$ cat src/rtl/uart_rx_async.sv
// UART receiver: 16x oversampled, 7/8 data bits, optional parity, holding register or external FIFO.
// Define UART_RX_MAJORITY_VOTE_EN for 2-of-3 voting on samples 6/7/8 (decision one tick later).
module uart_rx_async #(
    parameter bit SYNC_RESET = 1'b0,
    parameter bit RX_FIFO    = 1'b0
) (
    input  logic       clk,
    input  logic       reset_n,
    input  logic       baud_clock,
    input  logic       rx,
    input  logic       bit8,
    input  logic       parity_en,
    input  logic       odd_n_even,
    input  logic       read_rx_byte,
    input  logic       clear_parity,
    input  logic       clear_framing,
    input  logic       fifo_empty,
    output logic [7:0] rx_dout,
    output logic       rx_ready,
    output logic       parity_err,
    output logic       framing_err,
    output logic       overflow,
    output logic       fifo_write,
    output logic       rx_idle
);

    typedef enum logic [2:0] {IDLE, START, DATA, PARITY, STOP} state_t;

    state_t     state;
    logic       rx_meta, rx_s;
    logic [3:0] samp_cnt;
    logic [2:0] bit_cnt;
    logic [7:0] shift_reg;
    logic [7:0] pend_byte;
    logic       acc;
    logic       wait_high;
    logic       deliver;
    logic       bit_val;
    logic       centre;

    // Async reset is tied off when the synchronous flavour is selected, and vice versa.
    logic arst_n, srst;
    assign arst_n = SYNC_RESET ? 1'b1 : reset_n;
    assign srst   = SYNC_RESET ? !reset_n : 1'b0;

`ifdef UART_RX_MAJORITY_VOTE_EN
    localparam logic [3:0] DEC_CNT = 4'd8;
    logic s6, s7;

    always_ff @(posedge clk or negedge arst_n) begin
        if (!arst_n) begin
            s6 <= 1'b1;
            s7 <= 1'b1;
        end else if (srst) begin
            s6 <= 1'b1;
            s7 <= 1'b1;
        end else if (baud_clock) begin
            if (samp_cnt == 4'd6) s6 <= rx_s;
            if (samp_cnt == 4'd7) s7 <= rx_s;
        end
    end

    assign bit_val = (s6 & s7) | (s6 & rx_s) | (s7 & rx_s);
`else
    localparam logic [3:0] DEC_CNT = 4'd7;
    assign bit_val = rx_s;
`endif

    assign centre  = baud_clock && (samp_cnt == DEC_CNT);
    assign rx_idle = (state == IDLE);

    always_ff @(posedge clk or negedge arst_n) begin
        if (!arst_n) begin
            rx_meta <= 1'b1;
            rx_s    <= 1'b1;
        end else if (srst) begin
            rx_meta <= 1'b1;
            rx_s    <= 1'b1;
        end else begin
            // NOTE: non-blocking so rx_s sees the previous rx_meta, giving a true two-flop chain.
            rx_meta <= rx;
            rx_s    <= rx_meta;
        end
    end

    always_ff @(posedge clk or negedge arst_n) begin
        if (!arst_n) begin
            state       <= IDLE;
            samp_cnt    <= 4'd0;
            bit_cnt     <= 3'd0;
            shift_reg   <= 8'd0;
            pend_byte   <= 8'd0;
            acc         <= 1'b0;
            wait_high   <= 1'b0;
            deliver     <= 1'b0;
            parity_err  <= 1'b0;
            framing_err <= 1'b0;
        end else if (srst) begin
            state       <= IDLE;
            samp_cnt    <= 4'd0;
            bit_cnt     <= 3'd0;
            shift_reg   <= 8'd0;
            pend_byte   <= 8'd0;
            acc         <= 1'b0;
            wait_high   <= 1'b0;
            deliver     <= 1'b0;
            parity_err  <= 1'b0;
            framing_err <= 1'b0;
        end else begin
            deliver <= 1'b0;
            if (baud_clock) samp_cnt <= samp_cnt + 4'd1;
            if (clear_parity)  parity_err  <= 1'b0;
            if (clear_framing) framing_err <= 1'b0;

            // Error sets below come after the clears so a coincident new error wins.
            case (state)
                IDLE: begin
                    if (wait_high) begin
                        if (rx_s) wait_high <= 1'b0;
                    end else if (baud_clock && !rx_s) begin
                        state    <= START;
                        samp_cnt <= 4'd0;
                    end
                end
                START: begin
                    if (centre) begin
                        if (!bit_val) begin
                            state   <= DATA;
                            bit_cnt <= 3'd0;
                            acc     <= odd_n_even;
                        end else begin
                            state <= IDLE;
                        end
                    end
                end
                DATA: begin
                    if (centre) begin
                        shift_reg <= {bit_val, shift_reg[7:1]};
                        acc       <= acc ^ bit_val;
                        bit_cnt   <= bit_cnt + 3'd1;
                        if (bit_cnt == (bit8 ? 3'd7 : 3'd6))
                            state <= parity_en ? PARITY : STOP;
                    end
                end
                PARITY: begin
                    if (centre) begin
                        if (bit_val ^ acc) parity_err <= 1'b1;
                        state <= STOP;
                    end
                end
                STOP: begin
                    if (centre) begin
                        if (!bit_val) begin
                            framing_err <= 1'b1;
                            wait_high   <= 1'b1;
                        end
                        // Seven-bit frames leave the data in [7:1] after seven shifts.
                        pend_byte <= bit8 ? shift_reg : {1'b0, shift_reg[7:1]};
                        deliver   <= 1'b1;
                        state     <= IDLE;
                    end
                end
                default: state <= IDLE;
            endcase
        end
    end

    always_ff @(posedge clk or negedge arst_n) begin
        if (!arst_n) begin
            rx_dout    <= 8'd0;
            rx_ready   <= 1'b0;
            overflow   <= 1'b0;
            fifo_write <= 1'b0;
        end else if (srst) begin
            rx_dout    <= 8'd0;
            rx_ready   <= 1'b0;
            overflow   <= 1'b0;
            fifo_write <= 1'b0;
        end else if (RX_FIFO) begin
            fifo_write <= deliver;
            rx_ready   <= !fifo_empty;
            overflow   <= 1'b0;
            if (deliver) rx_dout <= pend_byte;
        end else begin
            fifo_write <= 1'b0;
            if (read_rx_byte) overflow <= 1'b0;
            if (deliver) begin
                if (rx_ready && !read_rx_byte) begin
                    overflow <= 1'b1;
                end else begin
                    rx_dout  <= pend_byte;
                    rx_ready <= 1'b1;
                end
            end else if (read_rx_byte) begin
                rx_ready <= 1'b0;
            end
        end
    end

endmodule

$ cat config.mk
export PLATFORM = sky130hd
export DESIGN_NAME = uart_rx_async
export DESIGN_NICKNAME = d
export VERILOG_FILES = /design/src/rtl/uart_rx_async.sv
export SDC_FILE = /design/constraint.sdc
export NUM_CORES = 1
export LEC_CHECK = 0
export ABC_AREA = 1
export CORE_ASPECT_RATIO = 1.4
export CORE_MARGIN = 5
export CORE_UTILIZATION = 45
export DETAILED_ROUTE_END_ITERATION = 8
export PLACE_DENSITY = 0.65
export SLEW_MARGIN = 20
export SYNTH_ARGS = -nofsm -noshare
export SYNTH_HDL_FRONTEND = slang
export SYNTH_SLANG_ARGS = --single-unit
$ cat constraint.sdc
create_clock -name clk -period 1.6 [get_ports clk]
set_input_delay 0.48 -clock clk [delete_from_list [all_inputs] [get_ports clk]]
set_output_delay 0.48 -clock clk [all_outputs]
set_load 0.03 [all_outputs]
==> flow_summary.yaml, run 1 <==
critical_path:
  arrival_ns: 1.10
  slowest_stage: "dfrtp_1"
  path_cells: "inv_2, nand2_4, inv_4, buf_6"
  startpoint_type: "register"
  cpPeakStageDelay_ns: 0.44
  required_ns: 1.12
  cp-end-kind: "output port"
  cp_max_fo: 5
  criticalPathCategory: "reg -> out"
placement:
  dp_hpwl_um: 2460
  placed_area_mm2: 0.00233
  finalWeightedCongestion: 0.824
  port_buffers: 22
route:
  drc: 0
  dr_total_vias: 1455
  wl_per_cell_um: 11.4
  drt-initial-drc-count: 57
  vias_per_cell: 4.65
  dr.pass1.iters: 6
  antenna_left: 0
  routed_wl_um: 3560
sta:
  period_share: 0.985
  slew_violations: 0
  setup-tns-final_ns: 0
  fmax_mhz: 635
  rsz0062_at_grt: "yes"
  fin_hold_ws_ns: 0.136
  setup_viol: 0
  fin_worst_skew_ns: 0.00929
  period_needed_ns: 1.58
  hold_viol: 0
logic_synthesis:
  yosys.area.top_type: "dfrtp_1"
  synth_seq_area_share: 0.543
  syn-cell-area_mm2: 0.00199
  netlist_instances: 212
  synth_warnings: 0
  yosys_register_bits: 43
  netlist.area_leader.share: 0.517
  synth.area.top_cells: "dfrtp_1 52%, nand2_1 9.3%, o21ai_0 6.0%"
  yosysUniqueCellTypes: 28
  syn_avg_cell_area_um2: 9.37
  syn_nets: 225
pwr:
  p_leak_nw: 1.28
  ir_worst_vdd_uv: 1180
  p_per_area_mw_per_mm2: 1680
  total_power_w: 0.00421
global_routing:
  globalRouteOverflowTotal: 0
  grt_max_degree: 44
  antenna_found_initial: 0
  grtUsageTotal: 0.140
  grt_pass1_vias: 1445
  grt_pass1_wl_um: 6220
clock_network:
  cts.sinks: 43
  cts.clk_slew.worst_paths_ns: 0.09
  htree_levels: 2
  root_buffer: "clkbuf_8"
  cts_buffers: 5
  cts_max_path_buffers: 2
  clock_latency_ns: 0.30
  cts_tree: "built"
floorplanning:
  ios: 25
  core.rowCount: 28
  initial_utilization: 0.468
  core_area_mm2: 0.00424
  die_w_um: 66.1
  die_h_um: 88.6
  die_area_mm2: 0.00586
cells_and_area:
  nFillCells: 377
  seq_area_mm2: 0.00108
  diodes: 0
  drive_above_1_share: 0.217
  multi_input_area_um2: 757
  finish.net_count: 265
  final_area_mm2: 0.00251
  areaGrowthSynthToFinish_pct: 26.4
hold_path:
  min_path_type: "in -> async"
outcome:
  outcome: "finished clean"
flow_run:
  cap_viol_max_count: 0
==> logic make-up after synthesis <==
family,synth area share
buffers and inverters,0.0888
muxes,0.00504
other,0.00189
AOI/OAI and AO/OA,0.135
xor gates and xnor gates,0.0132
adders and majority gates,0.0126
DFF,0.543
and+or+nand+nor,0.200
==> layer usage <==
layer,track usage,wire (um),up-vias
li1,-,-,760
met1,0.154,1450,644
met2,0.248,1860,37
met3,0.0343,150,14
met4,0.0702,104,0
met5,0,0,-
==> report_power, final <==
group	leakage, nW	total, W	internal, W	switching (W)
logic	0.701	0.00166	0.000676	0.000986
clock network	0.0548	0.000858	0.000470	0.000388
registers	0.523	0.00169	0.00146	0.000227
total	1.28	0.00421	0.00261	0.00160
==> metrics by stage <==
stage	std cells	utilization	setup slack (ns)
after floorplan	212	-	0.189
after global routing	313	0.592	-0.0368
after global placement	299	0.550	-0.244
final	313	0.592	0.0240
after detailed placement	299	0.550	-0.277
after CTS	311	0.584	0.00335
==> cell usage after synthesis <==
cell and instances:
a21oi_1 2, a22oi_1 1, buf_4 2, buf_6 3, clkbuf_1 2, conb_1 1, dfrtp_1 41, dfstp_2 2
ha_1 2, inv_1 31, inv_2 1, mux2i_1 1, nand2_1 49, nand2_2 2, nand2_4 1, nand3_1 7
nand3_2 1, nand4_1 4, nand4_4 1, nor2_1 9, nor2_2 1, nor2_4 2, nor2_8 1, nor3b_1 2
o211ai_1 7, o21ai_0 24, o21ai_2 9, xor2_1 3
==> what timing repair did <==
action,CTS,global route
hold buffers,0,0
setup buffers,4,2
pin swaps,2,4
endpoints found under the setup margin,13,9
gates resized for setup,18,7
==> cells in the final DEF, fill, tap and decap left out, types with 2 or more instances in the layout <==
cell type,n
o21ai_2,9
nand2_1,48
nand3_1,6
ha_1,2
inv_1,29
dfrtp_1,40
nor3b_1,2
nand4_1,4
clkbuf_8,5
buf_4,16
clkdlybuf4s50_1,7
o21ai_0,24
nor2_1,9
xor2_1,3
nand2_2,2
nor2_4,3
dfstp_2,2
o211ai_1,7
nand3_2,2
buf_12,2
a21oi_1,2
dlygate4sd2_1,11
inv_2,2
==> final timing paths <==
| path | startpoint | endpoint | slack (ns) | depth (start not counted) |
|---|---|---|---|---|
| worst max-delay path | state[2] | rx_idle | 0.02 | 4 |
| worst min-delay path | reset_n | rx_dout[5] | 0.14 | 2 |
| worst max register to register | samp_cnt[0] | bit_cnt[1] | 0.17 | 6 |
| worst min register to register | rx_meta | bit_val | 0.36 | 0 |
| max in group asynchronous | reset_n | bit_val | 1.19 | 2 |
| min in group clk | rx_meta | bit_val | 0.36 | 0 |
==> final cells by class <==
cell class	count	share of cell area
clock buffer	5	0.0274
clock inverter	3	0.0184
timing repair buffer	40	0.144
tap	60	0.0299
inverter	32	0.0489
sequential	43	0.430
multi-input combinational	130	0.302
==> worst max-delay path: cells and delay by family, from the launching register on <==
| family | cells | cell delay [ns] |
|---|---|---|
| flip-flops | 1 | 0.44 |
| buffers and inverters | 3 | 0.29 |
| AND/OR/NAND/NOR | 1 | 0.07 |
Note: power is estimated with default switching activity, not from simulation.
==> run 2, diff against run 1 <==
CELL_PAD_IN_SITES_DETAIL_PLACEMENT = 1   (was default)
CELL_PAD_IN_SITES_GLOBAL_PLACEMENT = 2   (was default)
CORE_MARGIN = 4   (was 5)
CORE_UTILIZATION = 34   (was 45)
PLACE_DENSITY = 0.76   (was 0.65)
SLEW_MARGIN = 5   (was 20)
==> run 2 against run 1 <==
Compared with the run above: register-to-register slack got worse by 0.02 ns; first-iteration DRC count increased by 26%; power decreased by 1.4%; setup slack improved by 0.0029 ns.
==> flow_summary.yaml, run 2 (synthesis results as in run 1) <==
sta:
  period_needed_ns: 1.57
  slew_violations: 0
  fin_worst_skew_ns: 0.00459
  fmax_mhz: 636
  rsz0062_at_grt: "yes"
  fin_hold_ws_ns: 0.147
  setup-tns-final_ns: 0
  hold_viol: 0
  setup_viol: 0
  period_share: 0.983
global_routing:
  antenna_found_initial: 0
  grt_max_degree: 44
  grtUsageTotal: 0.129
  grt_pass1_vias: 1538
  globalRouteOverflowTotal: 0
  grt_pass1_wl_um: 7150
outcome:
  outcome: "finished clean"
placement:
  placed_area_mm2: 0.00237
  finalWeightedCongestion: 0.736
  dp.cells: 309
  port_buffers: 22
  dp_hpwl_um: 2950
cells_and_area:
  layout_commonest_cell: "nand2_1"
  diodes: 0
  finish.net_count: 269
  areaGrowthSynthToFinish_pct: 30.2
  final_cells: 325
  drive_above_1_share: 0.222
  final_cell_mix: "48 x nand2_1, 40 x dfrtp_1, 30 x inv_1"
  final_area_mm2: 0.00259
floorplanning:
  ios: 25
  initial_utilization: 0.354
  core_area_mm2: 0.00561
  die_w_um: 72.6
  die_area_mm2: 0.00714
  core.rowCount: 32
  die_h_um: 98.4
pwr:
  ir_worst_vdd_uv: 743
  p_leak_nw: 1.30
  p_per_area_mw_per_mm2: 1600
critical_path:
  slowest_stage: "dfrtp_1"
  cpPeakStageDelay_ns: 0.41
  cp_num_buf_inv: 2
  critPathTopFamily: "flip-flops"
  startpoint_type: "register"
  path_cells: "nor2_4, nand2_2, inv_2, buf_6"
  criticalPathCategory: "reg -> out"
  cp-end-kind: "output port"
  required_ns: 1.12
  cp_max_fo: 2
  arrival_ns: 1.09
clock_network:
  cts_tree: "built"
  hold_buffers: 0
  cts_buffers: 5
  cts_max_path_buffers: 2
  clock_latency_ns: 0.30
  root_buffer: "clkbuf_8"
  cts.sinks: 43
  cts.clk_slew.worst_paths_ns: 0.08
  htree_levels: 2
hold_path:
  min_path_type: "in -> async"
route:
  antenna_left: 0
  drt-initial-drc-count: 72
  wl_per_cell_um: 12.6
  routed_wl_um: 4100
  drc: 0
  dr_total_vias: 1520
  dr.pass1.iters: 4
  vias_per_cell: 4.68
flow_run:
  cap_viol_max_count: 0
==> run 2: cell type report <==
class / instances / area [um^2]
clock buffer: 7 / 96.3
fill: 666 / 3020
clock inverter: 1 / 7.51
timing repair buffer: 44 / 430
inverter: 32 / 120
sequential: 43 / 1080
multi-input combinational: 130 / 767
tap: 68 / 85.1
==> run 2: final timing paths <==
| check | startpoint | endpoint | slack, ns | cells after the start |
|---|---|---|---|---|
| worst max-delay path | state[0] | rx_idle | 0.03 | 4 |
| worst min-delay path | reset_n | shift_reg[6] | 0.15 | 2 |
| worst max register to register | samp_cnt[0] | bit_cnt[0] | 0.15 | 7 |
| worst min register to register | rx_meta | bit_val | 0.37 | 0 |
| max in group asynchronous | reset_n | bit_val | 1.19 | 2 |
| min in group clk | rx_meta | bit_val | 0.37 | 0 |
==> run 2: what timing repair did <==
action / CTS / global route
gates resized for setup: 16 / 10
gates cloned: 0 / 1
pin swaps: 1 / 3
setup buffers: 4 / 3
setup endpoints to repair: 13 / 12
==> run 2: metal layers <==
layer	vias up	wire, um	track usage
met1	731	1710	0.153
met5	-	0	0
met3	7	152	0.0306
met4	0	71	0.0554
met2	24	2170	0.218
li1	758	-	-
==> run 2: metrics by stage <==
step	setup WS (ns)	total power, W	util
finish	0.0269	0.00415	0.461
global route	-0.0555	0.00450	0.461
CTS	0.00662	0.00410	0.445
detailed placement	-0.288	0.00328	0.423
global placement	-0.255	0.00321	0.423
floorplan	0.189	0.00272	-
==> run 2: report_power, final <==
part / switching [W] / total (W) / leakage (nW) / internal, W
Sequential: 0.000229 / 0.00169 / 0.523 / 0.00146
Clock: 0.000383 / 0.000776 / 0.0505 / 0.000393
Combinational: 0.000991 / 0.00168 / 0.730 / 0.000693
Total: 0.00160 / 0.00415 / 1.30 / 0.00255
